**src/rtl/iommu_hpm_ctrl.sv**
```systemverilog
// IOMMU performance counters: round-robin event intake, one staging register, N_CNT counters, OF/IRQ.
// Count is visible 2 cycles after the accepting handshake; one event is accepted per cycle, none during reset.
module iommu_hpm_ctrl #(
  parameter int N_SRC = 4,
  parameter int N_CNT = 4,
  parameter int CNT_W = 64,
  parameter int EVT_W = 15
) (
  input  logic                             clk_i,
  input  logic                             rst_ni,
  input  logic [N_SRC-1:0]                 evt_valid_i,
  input  logic [N_SRC-1:0][EVT_W-1:0]      evt_id_i,
  output logic [N_SRC-1:0]                 evt_ready_o,
  input  logic [N_CNT-1:0][EVT_W-1:0]      evt_sel_i,
  input  logic [N_CNT-1:0]                 inh_i,
  input  logic [N_CNT-1:0]                 wr_en_i,
  input  logic [CNT_W-1:0]                 wr_data_i,
  input  logic [N_CNT-1:0]                 ovf_clr_i,
  input  logic                             irq_ack_i,
  output logic [N_CNT-1:0][CNT_W-1:0]      cnt_o,
  output logic [N_CNT-1:0]                 ovf_o,
  output logic                             irq_o
);

  localparam int PW = (N_SRC > 1) ? $clog2(N_SRC) : 1;

  typedef enum logic {IRQ_IDLE, IRQ_PEND} irq_state_e;

  logic [PW-1:0]                 rr_ptr_q, rr_ptr_d;
  logic                          arb_en_q, arb_en_d;
  logic                          stage_vld_q, stage_vld_d;
  logic [EVT_W-1:0]              stage_id_q, stage_id_d;
  logic [N_CNT-1:0][CNT_W-1:0]   cnt_q, cnt_d;
  logic [N_CNT-1:0]              ovf_q, ovf_d;
  irq_state_e                    state_q, state_d;

  logic [N_SRC-1:0]              grant;
  logic                          grant_any;
  logic [PW-1:0]                 grant_idx;
  logic [N_CNT-1:0]              hit;
  logic [N_CNT-1:0]              wrap;
  logic                          new_ovf;

  // Modulo-N_SRC add; both operands are always below N_SRC.
  function automatic logic [PW-1:0] src_add(input logic [PW-1:0] base, input logic [PW-1:0] off);
    logic [PW:0] sum;
    sum = {1'b0, base} + {1'b0, off};
    if (sum >= (PW+1)'(N_SRC)) sum = sum - (PW+1)'(N_SRC);
    return sum[PW-1:0];
  endfunction

  // Arbitration is held off until the first edge after reset so evt_ready_o stays low throughout reset.
  always_comb begin
    grant     = '0;
    grant_any = 1'b0;
    grant_idx = rr_ptr_q;
    for (int i = 0; i < N_SRC; i++) begin
      if (!grant_any && arb_en_q && evt_valid_i[src_add(rr_ptr_q, PW'(i))]) begin
        grant_any = 1'b1;
        grant_idx = src_add(rr_ptr_q, PW'(i));
      end
    end
    if (grant_any) grant[grant_idx] = 1'b1;
  end

  always_comb begin
    arb_en_d    = 1'b1;
    rr_ptr_d    = grant_any ? src_add(grant_idx, PW'(1)) : rr_ptr_q;
    stage_vld_d = grant_any;
    stage_id_d  = grant_any ? evt_id_i[grant_idx] : stage_id_q;
  end

  // Software write beats a same-cycle increment; a fresh wrap beats a same-cycle OF clear.
  always_comb begin
    cnt_d = cnt_q;
    ovf_d = ovf_q;
    hit   = '0;
    wrap  = '0;
    for (int c = 0; c < N_CNT; c++) begin
      hit[c] = stage_vld_q && (stage_id_q != '0) && (evt_sel_i[c] == stage_id_q) && !inh_i[c];
      if (wr_en_i[c]) begin
        cnt_d[c] = wr_data_i;
      end else if (hit[c]) begin
        cnt_d[c] = cnt_q[c] + CNT_W'(1);
        wrap[c]  = &cnt_q[c];
      end
      if (wrap[c]) begin
        ovf_d[c] = 1'b1;
      end else if (ovf_clr_i[c]) begin
        ovf_d[c] = 1'b0;
      end
    end
  end

  assign new_ovf = |(wrap & ~ovf_q);

  always_comb begin
    state_d = state_q;
    case (state_q)
      IRQ_IDLE: if (new_ovf) state_d = IRQ_PEND;
      IRQ_PEND: if (irq_ack_i && !new_ovf) state_d = IRQ_IDLE;
    endcase
  end

  always_ff @(posedge clk_i or negedge rst_ni) begin
    if (!rst_ni) begin
      rr_ptr_q    <= '0;
      arb_en_q    <= 1'b0;
      stage_vld_q <= 1'b0;
      stage_id_q  <= '0;
      cnt_q       <= '0;
      ovf_q       <= '0;
      state_q     <= IRQ_IDLE;
    end else begin
      rr_ptr_q    <= rr_ptr_d;
      arb_en_q    <= arb_en_d;
      stage_vld_q <= stage_vld_d;
      stage_id_q  <= stage_id_d;
      cnt_q       <= cnt_d;
      ovf_q       <= ovf_d;
      state_q     <= state_d;
    end
  end

  assign evt_ready_o = grant;
  assign cnt_o       = cnt_q;
  assign ovf_o       = ovf_q;
  assign irq_o       = (state_q == IRQ_PEND);

endmodule

```
**config.mk**
```make
export PLATFORM = sky130hd
export DESIGN_NAME = iommu_hpm_ctrl
export DESIGN_NICKNAME = d
export VERILOG_FILES = /design/src/rtl/iommu_hpm_ctrl.sv
export SDC_FILE = /design/constraint.sdc
export NUM_CORES = 1
export LEC_CHECK = 0
export BUFFER_PORTS_ARGS = -buffer_cell sky130_fd_sc_hd__buf_2
export CORE_MARGIN = 2
export CORE_UTILIZATION = 50
export CTS_CLUSTER_DIAMETER = 150
export DETAILED_ROUTE_END_ITERATION = 12
export GPL_TIMING_DRIVEN = 0
export PLACE_DENSITY = 0.77
export SLEW_MARGIN = 15
export SYNTH_ARGS = -nofsm -noshare
export SYNTH_HDL_FRONTEND = slang
export SYNTH_SLANG_ARGS = --single-unit
```
**constraint.sdc**
```tcl
create_clock -name clk_i -period 5.8 [get_ports clk_i]
set_input_delay 0.58 -clock clk_i [delete_from_list [all_inputs] [get_ports clk_i]]
set_output_delay 0.58 -clock clk_i [all_outputs]
set_load 0.02 [all_outputs]
```
==> flow_summary.json <==
{
  "dpl.hpwl_mm": 48.2,
  "power.leakage_nw": 9.01,
  "worst-r2r-setup-slack_ns": 1.76,
  "ff2ff_path_depth": 9,
  "antenna_left": 0,
  "wl_per_cell_um": 22.0,
  "cts_setup_buffers": 0,
  "tightest_slew_ns": 1.21,
  "cap_violations": 0,
  "placed_cell_area_sq_um": 19400,
  "grt_max_degree": 83,
  "routabilityCongestion": 0.925,
  "ys.flop_type": "dfrtp_1",
  "drt-total-wl_mm": 62.9,
  "netlist_top_cells_area": "dfrtp_1, xor2_1, nand2_1",
  "tns_ns": 0,
  "core_sq_um": 32500,
  "yosysMostFrequentCell": "nand2_1",
  "drtPass1Iterations": 5,
  "cts.sinks": 280,
  "setup_slack_ns": 1.64,
  "yosysSeqAreaShare_pct": 42.7,
  "drtIter0Drc": 1401,
  "cts_tree": "done",
  "hold_path.class": "input port to asynchronous set/reset pin",
  "ir_drop_mv": 0.197,
  "antenna_found_initial": 6,
  "dp_slack_ns": 1.54,
  "final_cells": 2857,
  "cts_resized": 0,
  "area_growth_syn_to_layout_pct": 24.9,
  "fin_area_sq_um": 20500,
  "cts_max_level": 2,
  "post-route-min-period_ns": 4.16,
  "fin_nets": 2600,
  "vias": 17021,
  "clock_path_buffers": 3,
  "grt_overflow_total": 0,
  "fmax_mhz": 240,
  "min_period_over_period_pct": 71.7,
  "die-area_sq_um": 34300,
  "finClkSkew_ns": 0.0128,
  "critPathCaptureType": "output pin",
  "crit_arrival_ns": 3.58,
  "slew_headroom_pct": 19.3,
  "synth_top_area_cell": "dfrtp_1",
  "synth-edff-count": 0,
  "worstPathMaxFanout": 10,
  "violations": "hold timing",
  "required_ns": 5.22,
  "syn_nets": 2094,
  "rsz0062_at_grt": "false",
  "synth_top_area_share_pct": 42.7,
  "run_status": "finished, violations left",
  "drive_gt1_share_pct": 22.9,
  "drv_slew": 0,
  "post-route-drc-count": 0,
  "hold_violations": 3,
  "die_w_um": 185,
  "row_count": 66,
  "grt_pass1_wl_mm": 93.9,
  "final_util_pct": 63.2,
  "fin_hold_ws_ns": -0.00409,
  "p_per_area_nw_per_um2": 300,
  "port_buffers": 463,
  "critPathKind": "flip-flop to output pin",
  "initial_utilization_pct": 50.6,
  "postSynthAreaPerCell_sq_um": 8.70,
  "grt.total_usage_pct": 36.1,
  "routed_via_density": 5.96,
  "synth_seq_cells": 280,
  "startpoint_type": "flip-flop",
  "synthCells": 1887,
  "first_global_vias": 16420,
  "clkTransAtPathRegs_ns": 0.05,
  "numCtsBuffers": 34,
  "synth.cells.most_frequent": "nand2_1, dfrtp_1, o21ai_0",
  "hold_buffers": 0,
  "synth.distinct_cells": 50,
  "netlist_area_sq_um": 16400,
  "setup_viol": 0,
  "io_pins": 468,
  "yosysWarnings": 0,
  "clk_latency_ns": 0.52,
  "synthArstFlopShare_pct": 100,
  "dp.cells": 2799,
  "cts-root-buf": "clkbuf_16",
  "die_h_um": 185
}
==> cells by family (layout without fill, tap and decap cells) <==
kind of cell             count (synthesis)  count (layout)  share of synthesized area (%)
AND/OR/NAND/NOR                        825             825                           25.3
XOR/XNOR                               302             302                           16.1
AO/OA/AOI/OAI                          293             293                           9.67
flip-flops                             280             280                           42.7
buffers and inverters                  139             662                           3.22
multiplexers                            43              43                           2.67
adder cells (fa/ha/maj)                  4               4                          0.305
other                                    1               6                         0.0228
==> worst max-delay path, stage by stage (launching register included) <==
cell and delay [ns]:
dfrtp_1 0.38, clkbuf_1 0.24, nor3b_1 0.35, o21ai_0 0.19, and3_1 0.23, a311oi_2 0.67, clkbuf_1 0.55, inv_1 0.16
nor2_1 0.13, buf_2 0.18
==> layout make-up <==
cell class	instances	area (sq um)
fill	2783	12000
multi-input combinational	1468	8920
sequential	280	7010
timing repair buffer	470	2440
clock buffer	48	1000
tap	442	553
buffer	110	419
inverter	29	109
clock inverter	5	28.8
antenna	5	12.5
==> metal layers <==
| layer | track usage (%) | share of wire [%] | vias up |
|---|---|---|---|
| met5 | 0 | 0.021 | - |
| met2 | 58.9 | 47 | 975 |
| li1 | - | - | 7607 |
| met1 | 45.1 | 37 | 8232 |
| met3 | 7.57 | 9.9 | 205 |
| met4 | 19.1 | 5.5 | 2 |
==> flip-flops by register name, summed over array words and instances (netlist names) <==
signal and count:
stage_id_q 15, irq_o 1, cnt_o 256, arb_en_q 1, ovf_o 4, stage_vld_q 1, rr_ptr_q 2
==> power by group <==
| group | switching (W) | internal, W | total (W) |
|---|---|---|---|
| Sequential | 0.000231 | 0.00217 | 0.00240 |
| Clock | 0.000837 | 0.00120 | 0.00203 |
| Combinational | 0.00112 | 0.000608 | 0.00172 |
==> through the flow <==
| step | hold WS, ns | total power, W |
|---|---|---|
| after global placement | 0.532 | 0.00407 |
| after global routing | 0.0283 | 0.00641 |
| after CTS | 0.00696 | 0.00614 |
| after detailed placement | 0.541 | 0.00413 |
| after floorplan | 0.284 | 0.00343 |
| final | -0.00409 | 0.00616 |
==> path summary, 6_finish.rpt <==
kind / endpoint / start
setup / recovery: evt_ready_o[0] / rr_ptr_q[1]$_DFFE_PN0N_
hold / removal: cnt_o[161]$_DFFE_PN0P_ / rst_ni
max in group asynchronous: rr_ptr_q[1]$_DFFE_PN0N_ / rst_ni
hold reg to reg: ovf_o[2]$_DFFE_PN0P_ / ovf_o[2]$_DFFE_PN0P_
min in group clk_i: ovf_o[3]$_DFFE_PN0P_ / ovf_clr_i[3]
setup reg to reg: cnt_o[142]$_DFFE_PN0P_ / stage_id_q[3]$_DFFE_PN0N_
==> cells in the final DEF, fill, tap and decap left out, types with 8 or more instances in the layout <==
master,Yosys,final
nand2_1,337,337
nand3_1,102,102
nand4_1,92,92
clkbuf_1,104,109
nor4_1,43,40
o21ai_0,252,252
o221ai_1,15,15
or3_1,18,18
mux2i_1,36,36
dfrtp_1,280,280
clkbuf_8,0,8
nor2_1,51,51
buf_2,5,467
and4_1,19,19
a31oi_1,11,11
nor3_1,33,32
and3_1,65,65
or4_1,9,9
and2_1,27,27
xnor2_1,98,98
xor2_1,204,204
clkbuf_16,0,35
inv_1,29,29
(Power assumes the default switching activity.)
